<file path="config.mk">
export PLATFORM = sky130hd
export DESIGN_NAME = spi_slave
export DESIGN_NICKNAME = d
export VERILOG_FILES = /design/src/rtl/spi_slave.sv
export SDC_FILE = /design/constraint.sdc
export NUM_CORES = 1
export LEC_CHECK = 0
export ABC_AREA = 1
export CORE_ASPECT_RATIO = 0.5
export CORE_MARGIN = 2
export CORE_UTILIZATION = 48
export CTS_CLUSTER_SIZE = 20
export DETAILED_ROUTE_END_ITERATION = 12
export GPL_TIMING_DRIVEN = 0
export PLACE_DENSITY = 0.84
export SKIP_CTS_REPAIR_TIMING = 1
export SYNTH_ARGS = -nofsm -noshare
export SYNTH_HDL_FRONTEND = slang
export SYNTH_SLANG_ARGS = --single-unit
</file>
<file path="constraint.sdc">
create_clock -name CLOCK -period 1.4 [get_ports CLOCK]
set_input_delay 0.28 -clock CLOCK [delete_from_list [all_inputs] [get_ports CLOCK]]
set_output_delay 0.28 -clock CLOCK [all_outputs]
set_load 0.005 [all_outputs]
</file>
<file path="src/rtl/spi_slave.sv">
`timescale 1ns/1ps
// SPI slave for all four clock modes. SCK, SS and MOSI are oversampled on CLOCK.
// Frames are MSB first, with a one-entry TX holding register and back-to-back frames.
module spi_slave #(
    parameter int D_PACK      = 8,
    parameter int SYNC_STAGES = 2
) (
    input  logic              CLOCK,
    input  logic              RST,
    input  logic              SCK,
    input  logic              SS,
    input  logic              MOSI,
    output logic              MISO,
    output logic              MISO_OE,
    input  logic              C_POL,
    input  logic              C_PH,
    input  logic [D_PACK-1:0] TX_DATA,
    input  logic              TX_LOAD,
    output logic              TX_READY,
    output logic [D_PACK-1:0] RX_DATA,
    output logic              RX_VALID,
    output logic              BUSY
);

    localparam int CW = (D_PACK > 2) ? $clog2(D_PACK) : 1;
    localparam logic [CW-1:0] LAST_BIT = CW'(D_PACK - 1);

    typedef enum logic { IDLE = 1'b0, ACTIVE = 1'b1 } state_t;

    logic [SYNC_STAGES-1:0] sck_sync;
    logic [SYNC_STAGES-1:0] ss_sync;
    logic [SYNC_STAGES-1:0] mosi_sync;
    logic                   sck_s;
    logic                   ss_s;
    logic                   mosi_s;
    logic                   sck_q;
    logic                   ss_q;
    logic                   mosi_q;
    logic                   lead_p;
    logic                   trail_p;
    logic                   ss_fall_p;
    logic                   ss_rise_p;
    logic [SYNC_STAGES:0]   fill;
    logic                   armed;

    state_t                 state;
    logic [CW-1:0]          bit_cnt;
    logic [D_PACK-1:0]      rx_shift;
    logic [D_PACK-1:0]      tx_shift;
    logic [D_PACK-1:0]      hold_data;
    logic                   tx_ready;
    logic                   sample_p;
    logic                   shift_p;
    logic [D_PACK-1:0]      load_word;

    assign sck_s  = sck_sync[SYNC_STAGES-1];
    assign ss_s   = ss_sync[SYNC_STAGES-1];
    assign mosi_s = mosi_sync[SYNC_STAGES-1];

    // NOTE: every register in this file uses <= so that all stages update from
    // pre-edge values; a blocking = here would collapse the synchronizer chain.
    always_ff @(posedge CLOCK) begin
        if (!RST) begin
            sck_sync  <= {SYNC_STAGES{C_POL}};
            ss_sync   <= '1;
            mosi_sync <= '0;
            sck_q     <= C_POL;
            ss_q      <= 1'b1;
            mosi_q    <= 1'b0;
            lead_p    <= 1'b0;
            trail_p   <= 1'b0;
            ss_fall_p <= 1'b0;
            ss_rise_p <= 1'b0;
            fill      <= '0;
            armed     <= 1'b0;
        end else begin
            sck_sync[0]  <= SCK;
            ss_sync[0]   <= SS;
            mosi_sync[0] <= MOSI;
            for (int i = 1; i < SYNC_STAGES; i++) begin
                sck_sync[i]  <= sck_sync[i-1];
                ss_sync[i]   <= ss_sync[i-1];
                mosi_sync[i] <= mosi_sync[i-1];
            end
            sck_q     <= sck_s;
            ss_q      <= ss_s;
            mosi_q    <= mosi_s;
            lead_p    <= (sck_s != sck_q) && (sck_s != C_POL);
            trail_p   <= (sck_s != sck_q) && (sck_s == C_POL);
            ss_fall_p <= ss_q && !ss_s;
            ss_rise_p <= !ss_q && ss_s;
            // A fall only counts once SS has been seen high in real pin samples.
            // This stops a select held low through reset from starting mid-transfer.
            fill      <= {fill[SYNC_STAGES-1:0], 1'b1};
            armed     <= armed | (fill[SYNC_STAGES] & ss_q);
        end
    end

    assign sample_p  = C_PH ? trail_p : lead_p;
    assign shift_p   = C_PH ? lead_p  : trail_p;
    assign load_word = tx_ready ? '0 : hold_data;

    always_ff @(posedge CLOCK) begin
        if (!RST) begin
            state     <= IDLE;
            bit_cnt   <= '0;
            rx_shift  <= '0;
            tx_shift  <= '0;
            hold_data <= '0;
            tx_ready  <= 1'b1;
            RX_DATA   <= '0;
            RX_VALID  <= 1'b0;
        end else begin
            RX_VALID <= 1'b0;
            case (state)
                IDLE: begin
                    if (ss_fall_p && armed) begin
                        state   <= ACTIVE;
                        bit_cnt <= '0;
                        if (!C_PH) begin
                            tx_shift <= load_word;
                            tx_ready <= 1'b1;
                        end
                    end
                end
                ACTIVE: begin
                    if (ss_rise_p) begin
                        state   <= IDLE;
                        bit_cnt <= '0;
                    end else if (sample_p) begin
                        rx_shift <= {rx_shift[D_PACK-2:0], mosi_q};
                        if (bit_cnt == LAST_BIT) begin
                            RX_DATA  <= {rx_shift[D_PACK-2:0], mosi_q};
                            RX_VALID <= 1'b1;
                            bit_cnt  <= '0;
                        end else begin
                            bit_cnt <= bit_cnt + CW'(1);
                        end
                    end else if (shift_p) begin
                        // A shift edge at count 0 starts a new frame, so it reloads instead of shifting.
                        if (bit_cnt == '0) begin
                            tx_shift <= load_word;
                            tx_ready <= 1'b1;
                        end else begin
                            tx_shift <= {tx_shift[D_PACK-2:0], 1'b0};
                        end
                    end
                end
            endcase
            // This comes last so that a same-cycle write wins over the frame-start reload.
            if (TX_LOAD && tx_ready) begin
                hold_data <= TX_DATA;
                tx_ready  <= 1'b0;
            end
        end
    end

    assign MISO     = tx_shift[D_PACK-1];
    assign TX_READY = tx_ready;
    assign BUSY     = (state == ACTIVE);
    assign MISO_OE  = BUSY;

endmodule

</file>
==> results of run 1 <==
==> cell families (layout without fill, tap and decap cells) <==
logic type	count (synthesis)	after routing	share of synthesized area, %
buffers and inverters	40	85	8.88
AND/OR/NAND/NOR	152	152	30.4
XOR/XNOR	1	1	0.412
flip-flops	54	54	50.8
adder cells (fa/ha/maj)	3	3	1.76
AO/OA/AOI/OAI	33	33	7.76
==> cells in the mapped netlist <==
master	number
nand3_1	17
buf_2	2
nor3_1	2
clkinv_1	1
nor2_1	45
clkinv_2	1
buf_8	1
inv_1	25
nor2_2	1
buf_6	2
clkbuf_1	4
nand3_4	1
xnor2_1	1
inv_2	2
nor2_8	1
or2_2	3
inv_6	1
nand4_1	1
a21oi_1	15
dfxtp_1	54
o21ai_0	18
nand2_2	3
buf_4	1
ha_1	3
and3_1	1
nand2_1	77
==> sequential cells by signal, indices dropped and copies added (netlist names) <==
signal	count
RX_DATA	8
hold_data	8
tx_shift	8
rx_shift	7
bit_cnt	3
fill	3
mosi_sync	2
sck_sync	2
ss_sync	2
BUSY	1
RX_VALID	1
TX_READY	1
armed	1
lead_p	1
mosi_q	1
sck_q	1
ss_fall_p	1
ss_q	1
ss_rise_p	1
trail_p	1
==> area by class of cell <==
cell class | instances | area (sq um) | area share (%)
flip-flops and latches | 54 | 1100 | 40.1
plain buffers | 10 | 76.3 | 2.79
repair buffers | 37 | 383 | 14.0
clock inverters | 2 | 16.3 | 0.594
clock buffers | 6 | 82.6 | 3.02
well taps | 57 | 71.3 | 2.61
inverters | 30 | 123 | 4.48
multi-input cells | 189 | 886 | 32.4
==> worst max-delay path, delay by kind of cell, from the launching register on <==
kind / cells / cell delay (ns)
flip-flops: 1 / 0.37
adder cells (fa/ha/maj): 1 / 0.22
buffers and inverters: 1 / 0.05
AND/OR/NAND/NOR: 4 / 0.50
AO/OA/AOI/OAI: 1 / 0.11
==> final timing paths <==
path | from | end | slack [ns] | cells after the start
setup / recovery | bit_cnt[0] | tx_shift[1] | 0.06 | 7
hold / removal | ss_sync[0] | ss_sync[1] | 0.42 | 1
setup reg to reg | bit_cnt[0] | tx_shift[1] | 0.06 | 7
hold reg to reg | ss_sync[0] | ss_sync[1] | 0.42 | 1
==> cells in the final DEF (no fill, tap or decap), drive strengths merged <==
| cell type | synthesis | layout |
|---|---|---|
| or2 | 3 | 3 |
| clkbuf | 4 | 10 |
| nand3 | 18 | 18 |
| o21ai | 18 | 18 |
| nor3 | 2 | 2 |
| dfxtp | 54 | 54 |
| nand2 | 80 | 80 |
| and3 | 1 | 1 |
| dlymetal6s2s | 0 | 14 |
| clkinv | 2 | 1 |
| nor2 | 47 | 47 |
| inv | 28 | 29 |
| a21oi | 15 | 15 |
| nand4 | 1 | 1 |
| xnor2 | 1 | 1 |
| clkinvlp | 0 | 2 |
| buf | 6 | 15 |
| clkdlybuf4s50 | 0 | 14 |
| ha | 3 | 3 |
==> power groups by stage <==
| stage | clock [uW] | sequential (uW) | combinational (uW) |
|---|---|---|---|
| 3_3_place_gp | 0 | 1650 | 189 |
| 5_1_grt | 1000 | 1620 | 249 |
| 4_1_cts | 939 | 1610 | 198 |
| 6_report | 932 | 1610 | 223 |
| 2_1_floorplan | 0 | 1640 | 116 |
| 3_5_place_dp | 0 | 1650 | 196 |
==> routing by layer <==
metal  vias up  track usage [%]  part of all wire [%]
met3        12             4.10                   3.8
met5         -                0                     0
li1        968                -                     -
met2        33             32.6                    49
met4         0             7.53                   2.5
met1       882             20.9                    44
==> per-stage QoR <==
stage | util [%] | total power (uW) | setup TNS, ns | cells | hold WS, ns
after floorplan | - | 1760 | 0 | 283 | 0.308
after global placement | 57.2 | 1840 | -10.39 | 368 | 0.392
after detailed placement | 57.2 | 1850 | -12.03 | 368 | 0.401
after CTS | 59.5 | 2750 | -1.23 | 376 | 0.421
after global routing | 63.1 | 2870 | -0.00136 | 385 | 0.435
final | 63.1 | 2770 | 0 | 385 | 0.421
==> out/summary.txt, run 1 <==
Status: finished, final reports clean
Setup WS pre-CTS: -0.368 ns
Power Dens Cells: 1010 mW/mm^2
Number of antenna violations at the first check in global routing: 0
Number of synthesized register bits: 54
DRC: 0
Clock buffer depth: 2
Pin count of the biggest net entering global routing: 18
Worst EP required: 1.62 ns
Comb power frac: 8.0%
TritonCTS Sinks: 54
Routed WL: 4660 um
Synth-to-Final Area Change: 28.6%
Root buffer cell: clkbuf_8
Gate count of the mapped netlist: 283
Num CTS Buffers: 5
Synth top area cells: dfxtp_1 (51%), nand2_1 (14%), nor2_1 (7.9%), inv_1 (4.4%), o21ai_0 (4.2%)
Seq pwr share: 58.3%
Initial drt markers: 57
Worst-Skew Late Latency: 0.31 ns
Antenna fix cells: 0
Area after DPL: 0.00248 sq mm
Syn Std Cell Area: 0.00213 sq mm
Slowest CP cell: dfxtp_2
Critical-path cell list: inv_1 > ha_1 > nand2_4 > nand2_4 > or2_2 > a21oi_2 > nor2_1
Tmin final: 1.34 ns
Remaining Overflow, GRT: 0
Clk_skew: 0.0109 ns
Worst Path Arrival: 1.56 ns
CP Launch Type: register
Vias in the first global route: 1,711
Leading area contributor after synthesis: dfxtp_1
Vias: 1,895
CTS tree: yes
Clock power frac: 33.7%
Kind of critical path: register to register
Tightest Hold Check Type: register to register
Antenna-violating nets left: 0
Port buffer count: 28
Leakage power: 0.00152 uW
Initial Util: 49.0%
Clk pin slew, worst setup/hold paths: 0.10 ns
Final setup vio count: 0
Top cell by count, worst path: nand2_4
Largest stage delay, worst path: 0.37 ns
Die width: 98.2 um
Fin crit share: 95.9%
Drt first pass iters: 4
Worst-path fanout max: 9
Unique cell type count in the Yosys netlist: 26
GRT Overall Usage: 18.0%
Max-cap violations: 0
Final Wtd Congestion: 0.791
Io pins: 29
Syn. warnings: 0
Pint: 2100 uW
Switching power: 669 uW
Routed vias/inst: 4.92
Post-synth top area share: 50.8%
Nature of the critical path endpoint: register
Nets@finish: 346
Die Ht: 51.1 um
Worst-Margin Slew: 0.422 ns
Row count: 17
Final instance area: 0.00274 sq mm
Final Max Slew Viols: 0
Post-DP HPWL: 3080 um
Maximum vdd drop: 636 uV
Setup WS post-layout: 0.0580 ns
Core Area: 0.00434 sq mm
Sw frac: 24.2%
Post-synthesis net count: 302
Final Hold Fails: 0
First-pass GRT wire length: 7060 um
H-Tree Level Count: 2
Synthesized area per cell: 7.52 sq um
Die area: 0.00502 sq mm
Max-Slew Margin vs Limit: 71.9%
Sequential fraction of the synthesis area: 50.8%
Share of cells above drive strength 1: 17.4%
Top achievable clock speed: 745 MHz
Routed length per instance: 12.1 um
# fillers: 372
(Power assumes the default switching activity.)
==> inputs of run 2 (changes only) <==
--- a/config.mk
+++ b/config.mk
@@ -9,3 +9,3 @@
 export CORE_ASPECT_RATIO = 0.5
-export CORE_MARGIN = 2
+export CORE_MARGIN = 3
 export CORE_UTILIZATION = 48
--- a/constraint.sdc
+++ b/constraint.sdc
@@ -3,2 +3,2 @@
 set_output_delay 0.28 -clock CLOCK [all_outputs]
-set_load 0.005 [all_outputs]
+set_load 0.05 [all_outputs]
==> out/summary.txt, run 2 (synthesized netlist as in run 1, its figures left out) <==
Status: finished, final reports clean
Max-Slew Margin vs Limit: 66.4%
Io pins: 29
Final Max Slew Viols: 0
Antenna-violating nets left: 0
Drt first pass iters: 4
Leading cell type in the layout, fill and taps excluded: nand2_1
Most frequent cells in the layout: nand2_1 (75), dfxtp_1 (51), nor2_1 (45), inv_1 (25)
Number of antenna violations at the first check in global routing: 0
Setup WS post-layout: 0.0488 ns
Port buffer count: 28
GRT Overall Usage: 17.2%
Largest stage delay, worst path: 0.42 ns
Final Wtd Congestion: 0.831
Final Hold Fails: 0
Synth-to-Final Area Change: 25.5%
Antenna fix cells: 0
CTS tree: yes
Power Dens Cells: 1030 mW/mm^2
Critical-path cell list: dlymetal6s2s_1
H-Tree Level Count: 2
Pin count of the biggest net entering global routing: 18
Leakage power: 0.00143 uW
Slowest CP cell: dlymetal6s2s_1
Tightest Hold Check Type: register to register
Crit path max-delay family: buffers and inverters
Tmin final: 1.35 ns
Maximum vdd drop: 686 uV
Row count: 16
Routed vias/inst: 4.79
Non-filler instance count after layout: 376
Worst Path Arrival: 1.07 ns
Clock buffer depth: 2
Worst-path fanout max: 2
First-pass GRT wire length: 7150 um
Nets@finish: 340
Root buffer cell: clkbuf_8
DRC: 0
Crit path buf inv count: 1
Vias: 1,801
Largest registers: RX_DATA: 8 flops, hold_data: 8 flops, tx_shift: 8 flops
Post-DP HPWL: 3020 um
Worst-Margin Slew: 0.503 ns
Num CTS Buffers: 5
Worst-Skew Late Latency: 0.31 ns
Share of cells above drive strength 1: 14.6%
Core Area: 0.00408 sq mm
Kind of critical path: register to primary output
Die Ht: 53.1 um
Total Neg Setup Slack: 0 ns
Placed cells: 365
Final Util: 65.4%
Die width: 100 um
Clk pin slew, worst setup/hold paths: 0.09 ns
Routed WL: 4350 um
Final instance area: 0.00267 sq mm
CP Launch Type: register
Setup WS pre-CTS: -0.341 ns
Top achievable clock speed: 740 MHz
Worst EP required: 1.12 ns
Vias in the first global route: 1,640
Area after DPL: 0.00248 sq mm
TritonCTS Sinks: 54
Final setup vio count: 0
Remaining Overflow, GRT: 0
Nature of the critical path endpoint: primary output
Fin crit share: 96.5%
Clk_skew: 0.00527 ns
Initial drt markers: 107
Initial Util: 52.1%
Max-cap violations: 0
Routed length per instance: 11.6 um
Die area: 0.00532 sq mm
-- run 2: area by class of cell --
class	instances	area, sq um
Clock inverter	2	16.3
Clock buffer	6	82.6
Tap cell	54	67.6
Sequential cell	54	1090
Inverter	30	123
Multi-Input combinational cell	189	892
Fill cell	355	1410
Timing Repair Buffer	31	320
Buffer	10	81.3
-- run 2: power by group --
part	internal (uW)	switching [uW]
Sequential	1590	25.5
Combinational	92.0	125
Clock	408	507
Total	2090	657
-- run 2: final timing paths --
path	start	end	slack, ns	depth (start not counted)
max	RX_DATA[5]	RX_DATA[5]	0.05	1
min	fill[0]	fill[1]	0.42	2
max reg2reg	BUSY	tx_shift[3]	0.06	7
min reg2reg	fill[0]	fill[1]	0.42	2
-- run 2: metrics by stage --
step                hold WS (ns)  total power [uW]
floorplan                  0.308              1770
global placement           0.393              1840
detailed placement         0.401              1850
CTS                        0.424              2750
global route               0.424              2850
finish                     0.423              2740
-- run 2: metal layers --
metal  vias up  share of wire (%)  GRT usage (%)
met5         -                  0              0
met4         0               0.97           4.03
met3         6                4.1           5.00
met2        36                 47           30.8
met1       809                 48           20.5
li1        950                  -              -
==> inputs of run 3 (changes only) <==
Settings changed: CORE_ASPECT_RATIO 0.5 to 1.75, RECOVER_POWER set to 100.
==> out/summary.txt, run 3 (synthesized netlist as in run 1, its figures left out) <==
Status: finished, final reports clean
Worst Path Arrival: 1.59 ns
Pint: 2140 uW
Hold path startpoint: ss_sync[1]
Clock buffer depth: 2
Clk pin slew, worst setup/hold paths: 0.09 ns
Number of antenna violations at the first check in global routing: 0
FF-to-FF Start: BUSY
Worst-Margin Slew: 0.513 ns
Post-DP HPWL: 3150 um
Worst-path fanout max: 10
Seq pwr share: 58.0%
TritonCTS Sinks: 54
Worst-Skew Late Latency: 0.31 ns
Routed vias/inst: 5.03
Antenna fix cells: 0
Core Area: 0.00419 sq mm
Storage cell area: 0.00109 sq mm
Maximum vdd drop: 863 uV
Share of cells above drive strength 1: 15.4%
Final instance area: 0.00266 sq mm
Nets@finish: 342
Worst R2R Setup Slack: 0.03 ns
Clk_skew: 0.00778 ns
Nature of the critical path endpoint: register
Reg2reg end: tx_shift[6]
H-Tree Level Count: 2
Sw frac: 23.1%
Leading cell type in the layout, fill and taps excluded: nand2_1
Die width: 56.3 um
Pin count of the biggest net entering global routing: 17
First-pass GRT wire length: 7530 um
Final setup vio count: 0
Final Util: 63.5%
Num CTS Buffers: 5
Comb power frac: 8.0%
Initial drt markers: 52
R2R cell count: 9
Tmin final: 1.38 ns
Die Ht: 94.1 um
RSZ-0062 raised after global routing: true
Port buffer count: 28
Routed WL: 4560 um
Initial Util: 50.8%
Remaining Overflow, GRT: 0
Io pins: 29
Antenna-violating nets left: 0
GRT Overall Usage: 18.1%
Synth-to-Final Area Change: 25.0%
CP startpoint: C_PH
Kind of critical path: primary input to register
Vias in the first global route: 1,837
Vias: 1,875
Top achievable clock speed: 723 MHz
Final Max Slew Viols: 0
Routed length per instance: 12.2 um
Switching power: 642 uW
Leakage power: 0.00143 uW
Fin crit share: 98.8%
CP Launch Type: primary input
DRC: 0
Worst EP required: 1.61 ns
Final Hold Fails: 0
Largest registers: RX_DATA: 8 flops, hold_data: 8 flops, tx_shift: 8 flops
CTS tree: yes
Max-Slew Margin vs Limit: 65.7%
Row count: 31
Area after DPL: 0.00248 sq mm
Drt first pass iters: 4
Die area: 0.00530 sq mm
Multi-input logic area: 892 sq um
Worst Setup EP: tx_shift[6]
Max-cap violations: 0
Power Dens Cells: 1040 mW/mm^2
Final Wtd Congestion: 0.810
Most frequent cells in the layout: nand2_1 (75), dfxtp_1 (51), nor2_1 (45), inv_1 (25)
# fillers: 345
Tightest Hold Check Type: register to register
Clock power frac: 33.9%
Root buffer cell: clkbuf_8
==> run 3: layout make-up <==
type,count,share of cell area (%)
Tap cell,49,2.30
Sequential cell,54,40.9
Clock buffer,6,3.53
Multi-Input combinational cell,189,33.5
Buffer,10,2.92
Timing Repair Buffer,33,11.9
Clock inverter,2,0.376
Inverter,30,4.61
==> run 3: how the worst min path moves through the flow <==
stage	cells past startpoint	slack [ns]	endpoint
6_report	1	0.41	ss_fall_p
3_3_place_gp	2	0.39	fill[2]
5_1_grt	1	0.44	ss_fall_p
3_5_place_dp	1	0.40	ss_sync[1]
2_1_floorplan	0	0.31	fill[0]
4_1_cts	1	0.41	ss_fall_p
==> run 3: stage by stage <==
step | cells | worst slack [ns] | power [uW] | hold slack (ns) | TNS, ns
after CTS | 368 | -0.436 | 2790 | 0.411 | -4.97
after floorplan | 283 | 0.0490 | 1770 | 0.308 | 0
after global placement | 360 | -0.354 | 1850 | 0.393 | -11.98
after detailed placement | 360 | -0.365 | 1850 | 0.398 | -13.81
after global routing | 373 | -0.0363 | 2890 | 0.445 | -0.0931
final | 373 | 0.0171 | 2780 | 0.406 | 0
==> run 3: worst max-delay path, cell delays in order <==
cell and delay, ns:
clkdlybuf4s50_1 0.48, nor2_1 0.12, nand2_1 0.07, nand2_2 0.12, nand3_4 0.12, buf_8 0.17, a21oi_1 0.16, nor2_1 0.06
==> run 3: routing by layer <==
metal  up-vias  part of all wire (%)  wire length, um  GRT usage (%)
met4         0                   3.1              141           10.5
met1       858                    37             1710           16.9
met3        14                   4.6              208           4.13
li1        949                     -                -              -
met5         -                     0                0              0
met2        54                    55             2500           34.7
==> run 3: power by group through the flow <==
stage	clock network, uW	logic [uW]	registers, uW
after floorplan	0	117	1650
after global placement	0	201	1650
after detailed placement	0	207	1650
after CTS	971	210	1610
after global routing	1030	249	1620
final	943	223	1610
